`src/rtl/obm_dma.sv`:
```
// obm_dma: copies LENGTH bytes from CPU work RAM (page src_page) into GPU
// VRAM starting at DST_BASE. A VRAM write happens only while the video
// timing window `writable` is high, so one transfer may span several vblanks.
//
// Ports:
//   clk, rst            pixel clock, asynchronous active-low reset
//   start, abort        begin a transfer (from IDLE) / cancel the transfer
//   src_page            source page, latched on start
//   busy, done          transfer in progress / one-cycle completion pulse
//   src_addr, src_req   work RAM read request, held until src_ack
//   src_ack, src_data   read acknowledge with same-cycle data
//   writable            VRAM write window
//   vram_address, vram_data, vram_write_enable   VRAM write port
module obm_dma #(
   parameter int          LENGTH   = 256,
   parameter logic [11:0] DST_BASE = 12'h800
) (
   input  logic        clk,
   input  logic        rst,
   input  logic        start,
   input  logic        abort,
   input  logic [7:0]  src_page,
   output logic        busy,
   output logic        done,
   output logic [15:0] src_addr,
   output logic        src_req,
   input  logic        src_ack,
   input  logic [7:0]  src_data,
   input  logic        writable,
   output logic [11:0] vram_address,
   output logic [7:0]  vram_data,
   output logic        vram_write_enable
);

   typedef enum logic [1:0] {IDLE, FETCH, WRITE} state_t;

   localparam logic [8:0] LAST = 9'(LENGTH - 1);

   state_t      state_reg;
   logic [8:0]  count_reg;
   logic [7:0]  page_reg;
   logic [7:0]  buffer_reg;
   logic [11:0] address_reg;
   logic        done_reg;

   always_ff @(posedge clk or negedge rst) begin
      if (!rst) begin
         state_reg   <= IDLE;
         count_reg   <= 9'd0;
         page_reg    <= 8'd0;
         buffer_reg  <= 8'd0;
         address_reg <= DST_BASE;
         done_reg    <= 1'b0;
      end else begin
         done_reg <= 1'b0;
         case (state_reg)
            IDLE: begin
               if (start) begin
                  page_reg  <= src_page;
                  count_reg <= 9'd0;
                  state_reg <= FETCH;
               end
            end
            FETCH: begin
               if (abort) begin
                  state_reg <= IDLE;
               end else if (src_ack) begin
                  // The write address is captured together with the byte so
                  // that both hold steady in WRITE and after the transfer.
                  buffer_reg  <= src_data;
                  address_reg <= DST_BASE + {4'h0, count_reg[7:0]};
                  state_reg   <= WRITE;
               end
            end
            WRITE: begin
               if (abort) begin
                  state_reg <= IDLE;
               end else if (writable) begin
                  if (count_reg == LAST) begin
                     state_reg <= IDLE;
                     done_reg  <= 1'b1;
                  end else begin
                     count_reg <= count_reg + 9'd1;
                     state_reg <= FETCH;
                  end
               end
            end
            default: state_reg <= IDLE;
         endcase
      end
   end

   // Decoded from registered state only, so reset removes them at once and
   // the VRAM sink sees the strobe in the same cycle as the commit edge.
   assign busy              = (state_reg != IDLE);
   assign src_req           = (state_reg == FETCH);
   assign src_addr          = {page_reg, count_reg[7:0]};
   assign vram_write_enable = (state_reg == WRITE) && writable;
   assign vram_address      = address_reg;
   assign vram_data         = buffer_reg;
   assign done              = done_reg;

endmodule

```
`config.mk`:
```
export PLATFORM = sky130hd
export DESIGN_NAME = obm_dma
export DESIGN_NICKNAME = d
export VERILOG_FILES = /design/src/rtl/obm_dma.sv
export SDC_FILE = /design/constraint.sdc
export NUM_CORES = 1
export LEC_CHECK = 0
export CORE_MARGIN = 2
export CORE_UTILIZATION = 30
export DETAILED_ROUTE_END_ITERATION = 6
export GPL_ROUTABILITY_DRIVEN = 1
export HOLD_SLACK_MARGIN = 0.03
export PLACE_DENSITY = 0.59
export SYNTH_ARGS = -nofsm -noshare
export SYNTH_HDL_FRONTEND = slang
export SYNTH_SLANG_ARGS = --single-unit
```
`constraint.sdc`:
```
create_clock -name clk -period 1.74 [get_ports clk]
set_input_delay 0.435 -clock clk [delete_from_list [all_inputs] [get_ports clk]]
set_output_delay 0.435 -clock clk [all_outputs]
set_load 0.05 [all_outputs]
```
## Word-level counts from Yosys, hierarchy flattened

Cells that the tools add are included.

| operators by class | value |
|---|---|
| add/subtract/negate cells | 2 |
| $mul | 0 |
| divide/modulo/power cells | 0 |
| $lt $le $gt $ge | 0 |
| eq/ne operators | 9 |
| shifts and indexed selects | 0 |
| multiplexer cells | 16 |
| bitwise gates (word level) | 1 |
| reductions and logical operators | 8 |

Operator list:

| cell | count |
|---|---|
| $mux W9 | 4 |
| $pmux W9 S2 | 1 |
| $add A12 B8 Y12 const A | 1 |
| $mux W2 | 5 |
| $add A9 B1 Y9 const B | 1 |
| $eq A9 B8 Y1 const B | 1 |
| $ne A2 B2 Y1 const B | 4 |
| $pmux W2 S3 | 1 |
| $reduce_and A3 Y1 | 2 |
| $mux W1 | 5 |
| $reduce_and A5 Y1 | 1 |
| $reduce_bool A2 Y1 | 2 |
| $ne A3 B2 Y1 const B | 1 |
| $ne A3 B3 Y1 const B | 1 |
| $eq A2 B1 Y1 const B | 1 |
| $eq A2 B2 Y1 const B | 1 |
| $logic_not A2 Y1 | 1 |
| $reduce_and A2 Y1 | 1 |
| $logic_and A1 B1 Y1 | 1 |
| $not A1 Y1 | 1 |

| word-level totals | value |
|---|---|
| flip-flop bits (word level) | 40 |
| latch bits | 0 |
| RAM bits | 0 |
| ROM bits | 0 |
| input bits | 22 |
| output and inout port bits | 40 |
| word-level logic and storage cells | 42 |
| memories kept | 0 |

## Longest topological paths before layout

| logic depth | value |
|---|---|
| depth in word-level cells | 5 |
| depth in mapped cells | 7 |
| gate-level depth less buffers | 7 |

## Worst setup path after synthesis

Ideal clock, no wire load.

| timing | value |
|---|---|
| path type | reg-to-reg |
| start | register state_reg[1] |
| end | register address_reg[0] (netlist: vram_address[0]) |
| library setup time | 0.125 ns |
| data arrival time | 1.744 ns |
| required time | 1.615 ns |
| path slack | -0.130 ns |
| stages on the path, launching flop included | 6 |
| path buffers | 2 |
| period minus slack after synthesis | 1.870 ns |
| cell sequence | dfrtp_1 -> nor2b_2 -> and3b_1 -> buf_4 -> buf_6 -> mux2_4 |

| between the ends | value |
|---|---|
| longest elaborated chain between the ends | 2 |

RTL lines:

| element | RTL line | source |
|---|---|---|
| start, declared | 39 | `state_t state_reg;` |
| start signal, assigned | 48 | `state_reg <= IDLE;` |
| start signal, assigned | 61 | `state_reg <= FETCH;` |
| start signal, assigned | 66 | `state_reg <= IDLE;` |
| $eq A2 B1 Y1 | - |  |
| net src_req | 26 | `output logic src_req,` |
| $reduce_and A3 Y1 (no source line) | - |  |
| end signal, assigned | 71 | `address_reg <= DST_BASE + {4'h0, count_reg[7:0]};` |
| end, declared | 43 | `logic [11:0] address_reg;` |

The timed path passes the listed nets, and every way through them passes these cells.
A chain may end at the register's enable or synchronous reset.

## Worst setup path in the final report

| timing | value |
|---|---|
| start | input port writable |
| end | output port vram_write_enable |

| between the ends | value |
|---|---|
| longest elaborated chain between the ends | 1 |

RTL lines:

| element | RTL line | source |
|---|---|---|
| start, declared | 29 | `input logic writable,` |
| $logic_and A1 B1 Y1 | 98 | `assign vram_write_enable = (state_reg == WRITE) && writable;` |
| end, declared | 32 | `output logic vram_write_enable` |

No other way between the ends.

==> run summary <==
In this run, post-CTS hold repair placed 0 buffers. The max-cap violation count came out at 0. Fill cell instance count of the final layout: 515. Of all nets on the critical path, the largest fanout is 3. Data on the critical path is required at its endpoint by 1.30 ns.

Clock-pin slew was measured on the worst setup and hold paths at 0.07 ns. Share of post-route cells with drive strength above 1: 0.495. The total overflow left after global routing is 0. The run finished with clean final reports. Setup violations remaining at the end of the flow were counted as 0.

Die boundary height: 80.1 µm. In the layout the commonest cells are 52 x sky130_fd_sc_hd__buf_4, 35 x sky130_fd_sc_hd__dfrtp_1, 20 x sky130_fd_sc_hd__clkdlybuf4s50_1. STA puts the critical path data arrival time at 1.26 ns. The worst-case clock skew is 0.00258 ns, and the sequential cell area fraction in the yosys report is 0.518. The floorplan has 27 rows. For the initial antenna violation count, the log shows 0. The run gives 2 as the clock tree buffer depth.

The number of sinks on the clock net was 36; the wire length of the first global-routing pass was 6380 µm. The number of global-route vias before repair is 1353, and the aggregate global-route resource usage is 0.130. Using the TritonRoute via totals, the vias-per-cell ratio works out to 4.62. The count of cells in the finished layout, fillers not included, comes to 284. Final max-slew violation count: 0. In the final design database the tool counted 236 nets. The final routed DRC violation total is 0, and the layout overhead on the synthesized area is 51.3%. Number of iterations in the first detailed-routing pass: 4.

The post-route fraction of the period consumed by the critical path was 0.973. Setup total negative slack on the finished layout was measured at 0 ns. The total length of routed wires is 3920 µm, and the count of vias placed by the detailed router is 1312. The floorplan die width works out to 80.1 µm. The highest clock frequency the design can meet is 0.591 GHz.

Summing all placed instances gives a cell area of 2490 µm². For this design the static power due to leakage is 1.21 nW. IR analysis of the VDD net gives a maximum drop of 548 µV. Setup repair after global routing could not meet its margin everywhere.

The congestion estimate from routability-driven global placement came to 0.808. The average instance in the mapped netlist occupies 12.7 µm². The effective utilization at floorplan was 0.314.

The floorplan step defined a die boundary enclosing 6420 µm². Critical path start-end classification: in -> out. The cell area after layout is 2630 µm².

The tools report the number of CTS-inserted buffers as 5. STA classifies the critical path startpoint as a primary input. TritonCTS built the clock tree. The root buffer cell was sky130_fd_sc_hd__clkbuf_8. The number of antenna diodes in the final layout is 0. The final count of hold timing violations is 0, and the total power divided by cell area is 1050 nW/µm². The core region is 5540 µm².

The summed instance area of the synthesized netlist was 1740 µm²; the number of I/O pins was 62. Leaving out fill and tap cells, the most frequent cell in the layout is sky130_fd_sc_hd__buf_4. The number of placed instances, taps included, is 273. The detailed-placement wirelength estimate was 2960 µm; the number of DRC violations after detailed-routing iteration 0 was 33. Dividing the detail-routed wire length by the instance count gives 13.8 µm. Entering global routing, the biggest net connects 21 pins. In this run the worst hold path is classified as in -> async. For the H-tree depth, the log shows 2.

The clock reaches the later pin of the worst-skew pair after 0.28 ns. During synthesis, Yosys emitted a total of 0 warnings. The logs give 35 for the number of unique standard cell types used by synthesis and 137 for the number of standard cells after synthesis. In this run, synthesis produced a sequential element count of 36.

The worst setup path is captured at an output pin. Once detail routing completed, the nets flagged for antenna violations numbered 0. Overall power consumption after layout is estimated at 2.77 mW. For the post-layout utilization of the core, the log shows 0.475. Counting I/O delays and the setup requirement, the final critical path takes 1.69 ns.

The count of buffers added on input and output ports is 57. Flip-flop count of the largest register after layout: 9.
[area by class of cell]
type,instances,area (µm²),share of cell area
Sequential cell,36,902,0.343
Clock inverter,1,5.00,0.00190
Inverter,7,26.3,0.00999
Tap cell,72,90.1,0.0343
Timing Repair Buffer,84,816,0.310
Clock buffer,6,72.6,0.0276
Multi-Input combinational cell,78,718,0.273
[logic make-up after synthesis]
family	count (synthesis)	synth area share
AO/OA/AOI/OAI	15	0.0648
adder cells (fa/ha/maj)	2	0.0144
buffers and inverters	25	0.0957
flip-flops	36	0.518
multiplexers	26	0.193
other	2	0.00432
AND/OR/NAND/NOR	31	0.109
[cells in the mapped netlist, drive strengths merged]
cell     instances  area share
nand4            1      0.0036
or3b             2       0.010
mux2i            2       0.012
nor2             2      0.0043
o21ai            1      0.0029
nor3             1      0.0029
and2             1      0.0036
o31ai            1      0.0043
mux2            24        0.18
o221ai           2       0.010
dfrtp           36        0.52
buf             17       0.078
conb             2      0.0043
or2              1      0.0036
nor2b            2      0.0086
nand2b           1      0.0036
nand2            5       0.011
nand3            8       0.023
o311ai           1      0.0050
clkbuf           1      0.0022
or4              3       0.013
a22oi            1      0.0043
o211ai           8       0.035
ha               2       0.014
inv              7       0.015
and3b            1      0.0050
nand4bb          1      0.0065
o22ai            1      0.0036
nor4             2       0.011
[where the power goes]
| group | switching [mW] | total [mW] | internal (mW) |
|---|---|---|---|
| registers | 0.0793 | 1.06 | 0.977 |
| clock network | 0.279 | 0.551 | 0.272 |
| logic | 0.722 | 1.16 | 0.442 |
[routing by layer]
layer	track usage	vias to the layer above	routed length, µm	part of all wire
met5	0	-	0	0
met4	0.0407	0	53	0.014
met3	0.0337	6	250	0.064
met2	0.210	49	1800	0.46
met1	0.171	632	1810	0.46
li1	-	625	-	-
[timing repair]
item	4_1_cts	5_1_grt
pin swaps	1	6
setup buffers	0	4
setup endpoints to repair	9	8
resized for setup	6	1
[worst paths after layout]
path / start / endpoint / slack, ns / cells past startpoint
min reg2reg: page_reg[7]$_DFFE_PN0P_ / page_reg[7]$_DFFE_PN0P_ / 0.51 / 1
min: rst / page_reg[2]$_DFFE_PN0P_ / 0.1 / 1
max in group asynchronous: rst / vram_address[1]$_DFFE_PN0P_ / 1.10 / 2
max: writable / vram_write_enable / 0.05 / 3
max reg2reg: count_reg[1]$_DFFE_PN0P_ / count_reg[5]$_DFFE_PN0P_ / 0.08 / 7
min in group clk: page_reg[7]$_DFFE_PN0P_ / page_reg[7]$_DFFE_PN0P_ / 0.51 / 1
[worst max-delay path, stage by stage]
cell	delay, ns
sky130_fd_sc_hd__clkdlybuf4s50_1	0.49
sky130_fd_sc_hd__and2_1	0.18
sky130_fd_sc_hd__buf_12	0.15
[through the flow]
stage	setup WS [ns]	hold slack, ns
finish	0.0469	0.0983
global route	-0.0188	0.123
CTS	0.0130	0.105
detailed placement	-0.187	0.414
global placement	-0.154	0.408
floorplan	0.00824	0.139
(Power assumes the default switching activity.)
